<file path="src/rtl/spi_command_sequencer_if.sv">
// Register-strobe bus between software and the sequencer, plus the SPI-engine side.
// The slave modport is the sequencer; the master modport is the driver/engine side.
interface spi_command_sequencer_if;
  logic        cmdWrStrobe;
  logic [31:0] cmdData;
  logic        ctlWrStrobe;
  logic [31:0] ctlData;
  logic        rbRdStrobe;
  logic [31:0] rbData;
  logic [31:0] status;
  logic        spiStrobe;
  logic [31:0] spiCommand;
  logic [31:0] spiStatus;

  modport slave (
    input  cmdWrStrobe, cmdData, ctlWrStrobe, ctlData, rbRdStrobe, spiStatus,
    output rbData, status, spiStrobe, spiCommand
  );

  modport master (
    output cmdWrStrobe, cmdData, ctlWrStrobe, ctlData, rbRdStrobe, spiStatus,
    input  rbData, status, spiStrobe, spiCommand
  );
endinterface

</file>
<file path="src/rtl/spi_command_sequencer.sv">
// Feeds queued SPI command words to the SPI engine one at a time and collects
// each transfer's readback into a readback FIFO tagged with a 7-bit sequence number.
module spi_command_sequencer #(
  parameter int    CMD_AW     = 5,
  parameter int    RB_AW      = 5,
  parameter int    GAP_CYCLES = 4,
  parameter string DEBUG      = "false"
) (
  input logic                    clk,
  input logic                    rst,
  spi_command_sequencer_if.slave bus
);

  localparam int CMD_DEPTH = 1 << CMD_AW;
  localparam int RB_DEPTH  = 1 << RB_AW;
  localparam logic [CMD_AW:0]   CMD_FULL    = (CMD_AW+1)'(CMD_DEPTH);
  localparam logic [CMD_AW:0]   CMD_CNT_INC = (CMD_AW+1)'(1);
  localparam logic [CMD_AW-1:0] CMD_PTR_INC = CMD_AW'(1);
  localparam logic [RB_AW:0]    RB_FULL     = (RB_AW+1)'(RB_DEPTH);
  localparam logic [RB_AW:0]    RB_CNT_INC  = (RB_AW+1)'(1);
  localparam logic [RB_AW-1:0]  RB_PTR_INC  = RB_AW'(1);
  localparam logic [7:0]        GAP_LAST    = 8'(GAP_CYCLES - 1);

  typedef enum logic [2:0] {
    IDLE    = 3'd0,
    ISSUE   = 3'd1,
    WAIT_HI = 3'd2,
    WAIT_LO = 3'd3,
    CAPTURE = 3'd4,
    GAP     = 3'd5
  } state_e;

  state_e            state_q, state_d, state_obs_s;
  logic [7:0]        gap_cnt_q, gap_cnt_d;
  logic [31:0]       cmd_mem_q [CMD_DEPTH];
  logic [30:0]       rb_mem_q  [RB_DEPTH];
  logic [CMD_AW-1:0] cmd_wp_q, cmd_rp_q;
  logic [CMD_AW:0]   cmd_cnt_q;
  logic [RB_AW-1:0]  rb_wp_q, rb_rp_q;
  logic [RB_AW:0]    rb_cnt_q;
  logic [6:0]        seq_q;
  logic              cmd_ovf_q, cmd_ovf_d;
  logic              rb_unf_q, rb_unf_d;
  logic              cap_en_q;
  logic              flush_pend_q, flush_pend_d;
  logic              spi_strobe_q, spi_strobe_d;
  logic [31:0]       spi_cmd_q, spi_cmd_d;
  logic              issue_s, rb_push_s, seq_adv_s;

  wire busy_s      = bus.spiStatus[31];
  wire flush_s     = bus.ctlWrStrobe & bus.ctlData[0];
  wire clear_s     = bus.ctlWrStrobe & bus.ctlData[2];
  wire cmd_empty_s = (cmd_cnt_q == '0);
  wire cmd_full_s  = (cmd_cnt_q == CMD_FULL);
  wire rb_empty_s  = (rb_cnt_q == '0);
  wire rb_full_s   = (rb_cnt_q == RB_FULL);
  wire cmd_push_s  = bus.cmdWrStrobe & ~cmd_full_s & ~flush_s;
  wire cmd_pop_s   = issue_s;
  wire rb_pop_s    = bus.rbRdStrobe & ~rb_empty_s & ~flush_s;
  wire can_issue_s = ~cmd_empty_s & ~busy_s & (~cap_en_q | ~rb_full_s) & ~flush_s;
  wire active_s    = (state_obs_s != IDLE) | ~cmd_empty_s;

  logic unused_bits_s;
  assign unused_bits_s = ^{bus.ctlData[31:3], bus.spiStatus[30:24]};

  generate
    if (DEBUG == "true") begin : g_dbg
      (* mark_debug = "true" *) state_e dbg_state_s;
      assign dbg_state_s = state_q;
      assign state_obs_s = dbg_state_s;
    end else begin : g_nodbg
      assign state_obs_s = state_q;
    end
  endgenerate

  // State register and all sequencer/FIFO bookkeeping
  always_ff @(posedge clk) begin
    if (rst) begin
      state_q      <= IDLE;
      gap_cnt_q    <= 8'd0;
      cmd_wp_q     <= '0;
      cmd_rp_q     <= '0;
      cmd_cnt_q    <= '0;
      rb_wp_q      <= '0;
      rb_rp_q      <= '0;
      rb_cnt_q     <= '0;
      seq_q        <= 7'd0;
      cmd_ovf_q    <= 1'b0;
      rb_unf_q     <= 1'b0;
      cap_en_q     <= 1'b1;
      flush_pend_q <= 1'b0;
      spi_strobe_q <= 1'b0;
      spi_cmd_q    <= 32'd0;
    end else begin
      state_q      <= state_d;
      gap_cnt_q    <= gap_cnt_d;
      spi_strobe_q <= spi_strobe_d;
      spi_cmd_q    <= spi_cmd_d;
      cmd_ovf_q    <= cmd_ovf_d;
      rb_unf_q     <= rb_unf_d;
      flush_pend_q <= flush_pend_d;
      if (bus.ctlWrStrobe) cap_en_q <= bus.ctlData[1];
      if (flush_s) begin
        cmd_wp_q  <= '0;
        cmd_rp_q  <= '0;
        cmd_cnt_q <= '0;
        rb_wp_q   <= '0;
        rb_rp_q   <= '0;
        rb_cnt_q  <= '0;
        seq_q     <= 7'd0;
      end else begin
        if (cmd_push_s) cmd_wp_q <= cmd_wp_q + CMD_PTR_INC;
        if (cmd_pop_s)  cmd_rp_q <= cmd_rp_q + CMD_PTR_INC;
        if (cmd_push_s && !cmd_pop_s) cmd_cnt_q <= cmd_cnt_q + CMD_CNT_INC;
        else if (!cmd_push_s && cmd_pop_s) cmd_cnt_q <= cmd_cnt_q - CMD_CNT_INC;
        if (rb_push_s) rb_wp_q <= rb_wp_q + RB_PTR_INC;
        if (rb_pop_s)  rb_rp_q <= rb_rp_q + RB_PTR_INC;
        if (rb_push_s && !rb_pop_s) rb_cnt_q <= rb_cnt_q + RB_CNT_INC;
        else if (!rb_push_s && rb_pop_s) rb_cnt_q <= rb_cnt_q - RB_CNT_INC;
        if (seq_adv_s) seq_q <= seq_q + 7'd1;
      end
    end
  end

  // FIFO storage, no reset needed since counts qualify every read
  always_ff @(posedge clk) begin
    if (cmd_push_s) cmd_mem_q[cmd_wp_q] <= bus.cmdData;
    if (rb_push_s)  rb_mem_q[rb_wp_q]   <= {seq_q, bus.spiStatus[23:0]};
  end

  // Next-state logic
  always_comb begin
    state_d   = state_q;
    gap_cnt_d = gap_cnt_q;
    issue_s   = 1'b0;
    case (state_q)
      IDLE: begin
        if (can_issue_s) begin
          issue_s = 1'b1;
          state_d = ISSUE;
        end else begin
          state_d = IDLE;
        end
      end
      ISSUE:   state_d = WAIT_HI;
      WAIT_HI: state_d = busy_s ? WAIT_LO : WAIT_HI;
      WAIT_LO: state_d = busy_s ? WAIT_LO : CAPTURE;
      CAPTURE: begin
        state_d   = GAP;
        gap_cnt_d = 8'd0;
      end
      GAP: begin
        if (gap_cnt_q == GAP_LAST) begin
          state_d   = IDLE;
          gap_cnt_d = 8'd0;
        end else begin
          gap_cnt_d = gap_cnt_q + 8'd1;
        end
      end
      default: state_d = IDLE;
    endcase
  end

  // Output and datapath control; a flushed transfer neither captures nor advances seq
  always_comb begin
    spi_strobe_d = issue_s;
    spi_cmd_d    = issue_s ? cmd_mem_q[cmd_rp_q] : spi_cmd_q;
    rb_push_s    = (state_q == CAPTURE) & cap_en_q & ~flush_pend_q & ~flush_s;
    seq_adv_s    = (state_q == CAPTURE) & ~flush_pend_q;
    if (flush_s && (state_q == ISSUE || state_q == WAIT_HI || state_q == WAIT_LO)) begin
      flush_pend_d = 1'b1;
    end else if (state_q == CAPTURE) begin
      flush_pend_d = 1'b0;
    end else begin
      flush_pend_d = flush_pend_q;
    end
    if (bus.cmdWrStrobe && cmd_full_s) cmd_ovf_d = 1'b1;
    else if (clear_s)                  cmd_ovf_d = 1'b0;
    else                               cmd_ovf_d = cmd_ovf_q;
    if (bus.rbRdStrobe && rb_empty_s)  rb_unf_d = 1'b1;
    else if (clear_s)                  rb_unf_d = 1'b0;
    else                               rb_unf_d = rb_unf_q;
  end

  assign bus.spiStrobe  = spi_strobe_q;
  assign bus.spiCommand = spi_cmd_q;
  assign bus.rbData     = rb_empty_s ? 32'd0 : {1'b1, rb_mem_q[rb_rp_q]};
  assign bus.status     = {active_s, cmd_ovf_q, rb_unf_q, cap_en_q, 4'd0,
                           8'(rb_cnt_q), 8'(cmd_cnt_q), 8'd0};

endmodule

</file>
<file path="src/flat_wrapper.sv">
// flat-port wrapper written by rule: the top's interface ports become plain ports
module spi_command_sequencer_flat 
#(
  parameter int    CMD_AW     = 5,
  parameter int    RB_AW      = 5,
  parameter int    GAP_CYCLES = 4,
  parameter string DEBUG      = "     "
)
  (clk, rst, bus_cmdWrStrobe, bus_cmdData, bus_ctlWrStrobe, bus_ctlData, bus_rbRdStrobe, bus_spiStatus, bus_rbData, bus_status, bus_spiStrobe, bus_spiCommand);
  spi_command_sequencer_if bus_i ();
  input logic clk;
  input logic rst;
  input wire logic [$bits(bus_i.cmdWrStrobe)-1:0] bus_cmdWrStrobe;
  input wire logic [$bits(bus_i.cmdData)-1:0] bus_cmdData;
  input wire logic [$bits(bus_i.ctlWrStrobe)-1:0] bus_ctlWrStrobe;
  input wire logic [$bits(bus_i.ctlData)-1:0] bus_ctlData;
  input wire logic [$bits(bus_i.rbRdStrobe)-1:0] bus_rbRdStrobe;
  input wire logic [$bits(bus_i.spiStatus)-1:0] bus_spiStatus;
  output wire logic [$bits(bus_i.rbData)-1:0] bus_rbData;
  output wire logic [$bits(bus_i.status)-1:0] bus_status;
  output wire logic [$bits(bus_i.spiStrobe)-1:0] bus_spiStrobe;
  output wire logic [$bits(bus_i.spiCommand)-1:0] bus_spiCommand;
  assign bus_i.cmdWrStrobe = bus_cmdWrStrobe;
  assign bus_i.cmdData = bus_cmdData;
  assign bus_i.ctlWrStrobe = bus_ctlWrStrobe;
  assign bus_i.ctlData = bus_ctlData;
  assign bus_i.rbRdStrobe = bus_rbRdStrobe;
  assign bus_i.spiStatus = bus_spiStatus;
  assign bus_rbData = bus_i.rbData;
  assign bus_status = bus_i.status;
  assign bus_spiStrobe = bus_i.spiStrobe;
  assign bus_spiCommand = bus_i.spiCommand;
  spi_command_sequencer #(.CMD_AW(CMD_AW), .RB_AW(RB_AW), .GAP_CYCLES(GAP_CYCLES), .DEBUG(DEBUG)) u_core (.clk(clk), .rst(rst), .bus(bus_i));
endmodule
</file>
<file path="config.mk">
export PLATFORM = sky130hd
export DESIGN_NAME = spi_command_sequencer_flat
export DESIGN_NICKNAME = d
export VERILOG_FILES = /design/src/rtl/spi_command_sequencer_if.sv /design/src/rtl/spi_command_sequencer.sv /design/src/flat_wrapper.sv
export SDC_FILE = /design/constraint.sdc
export NUM_CORES = 2
export LEC_CHECK = 0
export CORE_MARGIN = 4
export CORE_UTILIZATION = 50
export CTS_BUF_LIST = sky130_fd_sc_hd__clkbuf_16
export DETAILED_ROUTE_END_ITERATION = 16
export GPL_TIMING_DRIVEN = 0
export PLACE_DENSITY_LB_ADDON = 0.12
export SLEW_MARGIN = 20
export SYNTH_ARGS = -nofsm -noshare
export SYNTH_HDL_FRONTEND = slang
export SYNTH_SLANG_ARGS = --single-unit
</file>
<file path="constraint.sdc">
create_clock -name clk -period 4.2 [get_ports clk]
set_input_delay 0.63 -clock clk [delete_from_list [all_inputs] [get_ports clk]]
set_output_delay 0.63 -clock clk [all_outputs]
set_load 0.05 [all_outputs]
</file>
Word-level counts from Yosys, hierarchy flattened. Memory sizes are Yosys's and may differ from the RTL's. A register that Yosys moved wholly into a read port is not among the register bits. Index checks and enable logic that the tools add are counted.

RAM bits: 2016. Memories: 2. Input port bits: 101. Register bits: 55.

Eq/ne operators: 9. Muxes and demuxes: 25. Reduce and logical (&&, ||, !) cells: 24. Add/sub/neg operators: 10. Bitwise operators: 23.

Memories: u_core.cmd_mem_q (depth 32, width 32, read ports 1, clocked after Yosys merged registers in 1, write ports 1, line spi_command_sequencer.sv:35) `logic [31:0] cmd_mem_q [CMD_DEPTH];`; u_core.rb_mem_q (depth 32, width 31, read ports 1, clocked after Yosys merged registers in 1, write ports 1, line spi_command_sequencer.sv:36) `logic [30:0] rb_mem_q [RB_DEPTH];`.

Operators with widths (count): 2-to-1 mux 32 bit (1); 2-to-1 mux 6 bit (4); adder 5 x 1 -> 5 bit (second input constant) (4); case mux 3 bit (6 select lines) (1); case mux 8 bit (2 select lines) (1); bitwise AND 1 bit (13); 2-to-1 mux 1 bit (13); adder 6 x 1 -> 6 bit (second input constant) (2); equality test 6 bit (second input constant) (2); logical NOT 6 bit (2); nonzero test 2 bit (6); subtractor 6 x 1 -> 6 bit (second input constant) (2); 2-to-1 mux 5 bit (2); adder 8 x 1 -> 8 bit (second input constant) (1); equality test 8 x 2 -> 1 bit (second input constant) (1); 2-to-1 mux 8 bit (1); inverter 1 bit (8); adder 7 x 1 -> 7 bit (second input constant) (1); logical AND 1 bit (7); equality test 3 x 2 -> 1 bit (second input constant) (2); equality test 3 bit (second input constant) (2); 2-to-1 mux 3 bit (2); logical NOT 1 bit (4); equality test 3 x 1 -> 1 bit (second input constant) (1); other kinds (6) (8).

Longest topological paths before layout.
Depth in word-level cells: 10. Gate-level depth with buffers: 13.

Least setup slack after synthesis. Ideal clock, no wire load.

Path kind: reg2reg. Start point: register u_core.rb_cnt_q[1]. End point: register u_core.rb_cnt_q[4]. Arrival time: 3.272 ns. Data required time: 4.129 ns. Buffers on the path: 0. Slack: 0.858 ns. Cell stages (with the launch flop): 11. Setup time: 0.071 ns. Period minus slack after synthesis: 3.342 ns. Path through: dfxtp_1 -> or4_1 -> o311ai_0 -> ha_1 -> inv_1 -> ha_1 -> nor2b_1 -> o21a_1 -> o21ai_0 -> or3b_2 -> a21oi_1.

Cells in the longest elaborated chain, start to end: 7. Elaborated cells on any way between the ends: 12. Classes of those cells: 2 x add/sub; 2 x mux; 3 x bitwise; 5 x reduce/logical.

RTL lines: start: declaration (line spi_command_sequencer.sv:40) `logic [RB_AW:0] rb_cnt_q;`; start signal: assignment (line spi_command_sequencer.sv:118) `if (rb_push_s && !rb_pop_s) rb_cnt_q <= rb_cnt_q + RB_CNT_INC;`; start signal: assignment (line spi_command_sequencer.sv:119) `else if (!rb_push_s && rb_pop_s) rb_cnt_q <= rb_cnt_q - RB_CNT_INC;`; branches (longest 7 deep; another with subtractor 6 x 1 -> 6 bit).

Several ways; the timed one is not identified. The select of a mux whose other input is x is not followed. A chain may end at the register's enable or synchronous reset.

==> report_table.html <==
<table>
<tr><th>Metric</th><th>Value</th></tr>
<tr><th colspan="2">Run status</th></tr>
<tr><td>Result of the run</td><td>completed</td></tr>
<tr><th colspan="2">Timing</th></tr>
<tr><td>Maximum clock frequency</td><td>0.241 GHz</td></tr>
<tr><td>Time the final worst path needs with I/O delays and setup</td><td>4150 ps</td></tr>
<tr><td>Number of slew-limit violations in the final report</td><td>0</td></tr>
<tr><td>Final hold viol count</td><td>0</td></tr>
<tr><td>Remaining max-slew budget at the tightest pin</td><td>0.224</td></tr>
<tr><td>Final Worst Setup Slack</td><td>45.2 ps</td></tr>
<tr><td>Final setup fails</td><td>0</td></tr>
<tr><td>Period Utilization, post-route</td><td>0.989</td></tr>
<tr><td>Worst hold-check slack</td><td>308 ps</td></tr>
<tr><td>Transition at the pin with the smallest max-transition slack</td><td>1160 ps</td></tr>
<tr><td>Setup Skew</td><td>52.8 ps</td></tr>
<tr><td>Setup repair after global routing missed its margin</td><td>yes</td></tr>
<tr><th colspan="2">Critical path</th></tr>
<tr><td>Kind of critical path</td><td>reg2out</td></tr>
<tr><td>Worst setup SP type</td><td>flip-flop</td></tr>
<tr><td>CP arrival</td><td>3520 ps</td></tr>
<tr><td>Worst stage delay on the critical path</td><td>600 ps</td></tr>
<tr><td>Endpoint class of the critical path</td><td>primary output</td></tr>
<tr><td>Critical path, cell by cell</td><td>buf_6 -&gt; buf_6 -&gt; buf_6 -&gt; mux4_2 -&gt; mux4_2 -&gt; nand3_1 -&gt; o21ai_2 -&gt; clkdlybuf4s15_2</td></tr>
<tr><td>Critical-path maximum fanout</td><td>10</td></tr>
<tr><td>Required time of the worst setup path</td><td>3570 ps</td></tr>
<tr><td>Dominant cell type by count on the critical path</td><td>buf_6</td></tr>
<tr><td>Slowest cell on the critical path</td><td>mux4_2</td></tr>
<tr><th colspan="2">Pwr</th></tr>
<tr><td>Combinational Power Share</td><td>0.221</td></tr>
<tr><td>Power share of the sequential group</td><td>0.441</td></tr>
<tr><td>Static leakage power</td><td>0.0293 uW</td></tr>
<tr><td>Maximum VDD drop</td><td>909 uV</td></tr>
<tr><td>Total chip power</td><td>53500 uW</td></tr>
<tr><td>Internal portion of total power</td><td>37900 uW</td></tr>
<tr><td>Power density over the cells</td><td>566 mW/mm2</td></tr>
<tr><td>Clock network fraction of design power</td><td>0.338</td></tr>
<tr><td>Net load switching power</td><td>15600 uW</td></tr>
<tr><td>Switching fraction of total power</td><td>0.292</td></tr>
<tr><th colspan="2">Logic synthesis</th></tr>
<tr><td>Most used DFF post-synth</td><td>edfxtp_1</td></tr>
<tr><td>Sequential-to-total area share from yosys stat</td><td>0.771</td></tr>
<tr><td>Leading cell types by total area after synthesis</td><td>edfxtp_1 (75%), mux4_2 (15%), dfxtp_1 (2.3%)</td></tr>
<tr><td>Area fraction of the dominant cell type after synthesis</td><td>0.749</td></tr>
<tr><td>Mean instance size in the synthesized netlist</td><td>22.0 um2</td></tr>
<tr><td>Top-count cell post-synth</td><td>edfxtp_1</td></tr>
<tr><td>Number of synthesized register bits</td><td>2108</td></tr>
<tr><td>Top cell types by occurrence after synthesis</td><td>edfxtp_1 (2016), mux4_2 (530), nor2_1 (116)</td></tr>
<tr><td>Number of instances in the synthesized netlist</td><td>3673</td></tr>
<tr><td>EDFF count, synth</td><td>2016</td></tr>
<tr><td>Cell area after synthesis</td><td>0.0809 mm2</td></tr>
<tr><td>Post-synth cell types</td><td>58</td></tr>
<tr><td>Synthesis warning total</td><td>0</td></tr>
<tr><td>Synth area leader</td><td>edfxtp_1</td></tr>
<tr><td>Asr flop ratio synth</td><td>0</td></tr>
<tr><th colspan="2">Floorplanning</th></tr>
<tr><td>Die Height</td><td>410 um</td></tr>
<tr><td>Full die area</td><td>0.168 mm2</td></tr>
<tr><td>I/O Pins</td><td>198</td></tr>
<tr><td>Count of standard-cell rows</td><td>147</td></tr>
<tr><td>Area of the core</td><td>0.161 mm2</td></tr>
<tr><td>Die width</td><td>410 um</td></tr>
<tr><td>Initial standard-cell utilization of the core</td><td>0.503</td></tr>
<tr><th colspan="2">Global route</th></tr>
<tr><td>Global routing usage summed across all routing layers</td><td>0.251</td></tr>
<tr><td>Global-route wire length before repair</td><td>298 mm</td></tr>
<tr><td>Largest net degree at the start of global routing</td><td>37</td></tr>
<tr><td>Number of antenna violations at the first check in global routing</td><td>8</td></tr>
<tr><td>Vias in the first global route</td><td>39900</td></tr>
<tr><td>Remaining global-route overflow</td><td>0</td></tr>
<tr><th colspan="2">Job</th></tr>
<tr><td>Maxcap violations</td><td>0</td></tr>
<tr><th colspan="2">Routing</th></tr>
<tr><td>Via count normalized by instance count</td><td>6.03</td></tr>
<tr><td>Via count</td><td>39100</td></tr>
<tr><td>Antenna viol nets, final</td><td>0</td></tr>
<tr><td>DR iter-0 viols</td><td>4764</td></tr>
<tr><td>Detailed-route wire length per cell</td><td>32.3 um</td></tr>
<tr><td>Detailed-route DRC error count</td><td>0</td></tr>
<tr><td>Post-detailed-routing wire length</td><td>209 mm</td></tr>
<tr><td>Number of iterations in the first detailed-routing pass</td><td>5</td></tr>
<tr><th colspan="2">Final layout</th></tr>
<tr><td>Number of nets in the layout</td><td>4267</td></tr>
<tr><td>Final Cell Area</td><td>0.0946 mm2</td></tr>
<tr><td>Share of cells above drive strength 1</td><td>0.278</td></tr>
<tr><td>Growth of design area from synthesis to finish</td><td>16.9%</td></tr>
<tr><th colspan="2">Min path</th></tr>
<tr><td>Worst Hold Class</td><td>in2reg</td></tr>
<tr><th colspan="2">Placed design</th></tr>
<tr><td>Total cell area at the placement stage</td><td>0.0878 mm2</td></tr>
<tr><td>Worst-case setup slack after placement</td><td>-756 ps</td></tr>
<tr><td>Gp weighted congestion</td><td>0.772</td></tr>
<tr><td>Port bufs</td><td>145</td></tr>
<tr><td>Detailed Place HPWL</td><td>140 mm</td></tr>
<tr><th colspan="2">CTS</th></tr>
<tr><td>Clk slew on worst S/H paths</td><td>70 ps</td></tr>
<tr><td>Total clock sinks</td><td>2108</td></tr>
<tr><td>Clock tree root driver cell</td><td>clkbuf_16</td></tr>
<tr><td>Number of buffers created by CTS</td><td>208</td></tr>
<tr><td>Clk Latency, worst-skew pair</td><td>850 ps</td></tr>
<tr><td>Post CTS Setup Buffer Count</td><td>0</td></tr>
<tr><td>Deepest clock path buffer count</td><td>3</td></tr>
<tr><td>CTS tree</td><td>built</td></tr>
<tr><td>H-Tree Depth</td><td>4</td></tr>
</table>
-- placed cells by master (no fill, tap or decap), types with 35 or more instances in the layout --
cell and count:
buf_12 63, mux2i_1 101, clkinv_1 51, inv_1 104, nand3_1 44, nor2b_1 40
mux4_2 530, dfxtp_1 84, a22oi_1 35, clkinv_2 36, clkbuf_1 69, buf_4 50
edfxtp_1 2016, clkbuf_16 210, nand2_1 74, buf_16 36, nor2_4 64, buf_2 82
clkdlybuf4s50_1 85, a21oi_1 82, nor2_1 52
-- worst max-delay path: cells and delay by family (launching register included) --
family,cells,cell delay [ps]
buf+inv,4,950
mux,2,1090
simple gates,1,110
compound gates,1,150
flops,1,340
-- layout make-up --
cell class / count / area [um2]
Antenna cell: 3 / 7.51
Buffer: 219 / 1430
Clock buffer: 210 / 5260
Clock inverter: 179 / 1410
Fill cell: 11700 / 66200
Inverter: 50 / 188
Multi-Input combinational cell: 1310 / 17700
Sequential cell: 2108 / 62400
Tap cell: 2160 / 2700
Timing Repair Buffer: 245 / 3510
-- per-layer routing --
metal / vias up / GRT usage / part of all wire
li1: 16400 / - / -
met1: 21000 / 0.332 / 0.39
met2: 1381 / 0.434 / 0.52
met3: 296 / 0.0386 / 0.058
met4: 0 / 0.0748 / 0.031
met5: - / 0 / 0
-- power groups by stage --
stage               Clock [uW]  Combinational, uW  Sequential, uW
floorplan                    0               7210           24400
global placement             0              11900           24000
detailed placement           0              12100           24000
CTS                      18400              12000           23600
global route             19300              12500           23600
finish                   18100              11800           23600
-- repair_timing --
| action | in CTS | in global routing |
|---|---|---|
| setup endpoints to repair | 31 | 24 |
| resized for setup | 206 | 12 |
| endpoints found under the hold margin | 0 | 0 |
| hold buffers | 0 | 0 |
-- sequential cells by signal, summed over array words and instances, names as in the netlist, named ones only --
signal / flops
u_core.rb_wp_q: 5
u_core.bus.spiCommand: 32
u_core.cmd_ovf_q: 1
u_core.flush_pend_q: 1
u_core.cmd_wp_q: 5
u_core.cmd_cnt_q: 6
u_core.gap_cnt_q: 8
u_core.rb_unf_q: 1
u_core.rb_rp_q: 5
u_core.cmd_mem_q: 1024
u_core.seq_q: 7
u_core.bus.spiStrobe: 1
u_core.rb_cnt_q: 6
u_core.rb_mem_q: 992
u_core.cap_en_q: 1
u_core.cmd_rp_q: 5
u_core.state_obs_s: 3
-- path summary, 6_finish.rpt --
path,start,to,slack [ps],cells past startpoint
setup reg to reg,u_core.rb_cnt_q[1]$_SDFFE_PP0P_,u_core.cmd_cnt_q[4]$_SDFFE_PP0P_,600,12
hold / removal,bus_spiStatus[1],u_core.rb_mem_q[28][1]$_DFFE_PP_,310,1
setup / recovery,flip-flop,bus_rbData[1],50,8
hold reg to reg,u_core.cmd_cnt_q[2]$_SDFFE_PP0P_,u_core.cmd_cnt_q[2]$_SDFFE_PP0P_,490,2
-- cells by family (layout without fill, tap and decap cells) --
group                      count (synthesis)  in the layout  synth area share
AOI/OAI and AO/OA                        265            265            0.0225
xor gates and xnor gates                  32             32           0.00347
adders and majority gates                 24             24           0.00390
buffers and inverters                    270            903            0.0170
DFF                                     2108           2108             0.771
muxes                                    635            635             0.161
other                                      1             19         0.0000464
and+or+nand+nor                          338            338            0.0204
-- per-stage QoR --
| stage | setup TNS (ps) | cells | util |
|---|---|---|---|
| after floorplan | 0 | 3688 | - |
| after global placement | -3290020 | 5993 | 0.529 |
| after detailed placement | -14960 | 6093 | 0.546 |
| after CTS | -123 | 6482 | 0.589 |
| after global routing | -418 | 6481 | 0.588 |
| final | 0 | 6484 | 0.588 |
Note: power is estimated with default switching activity, not from simulation.
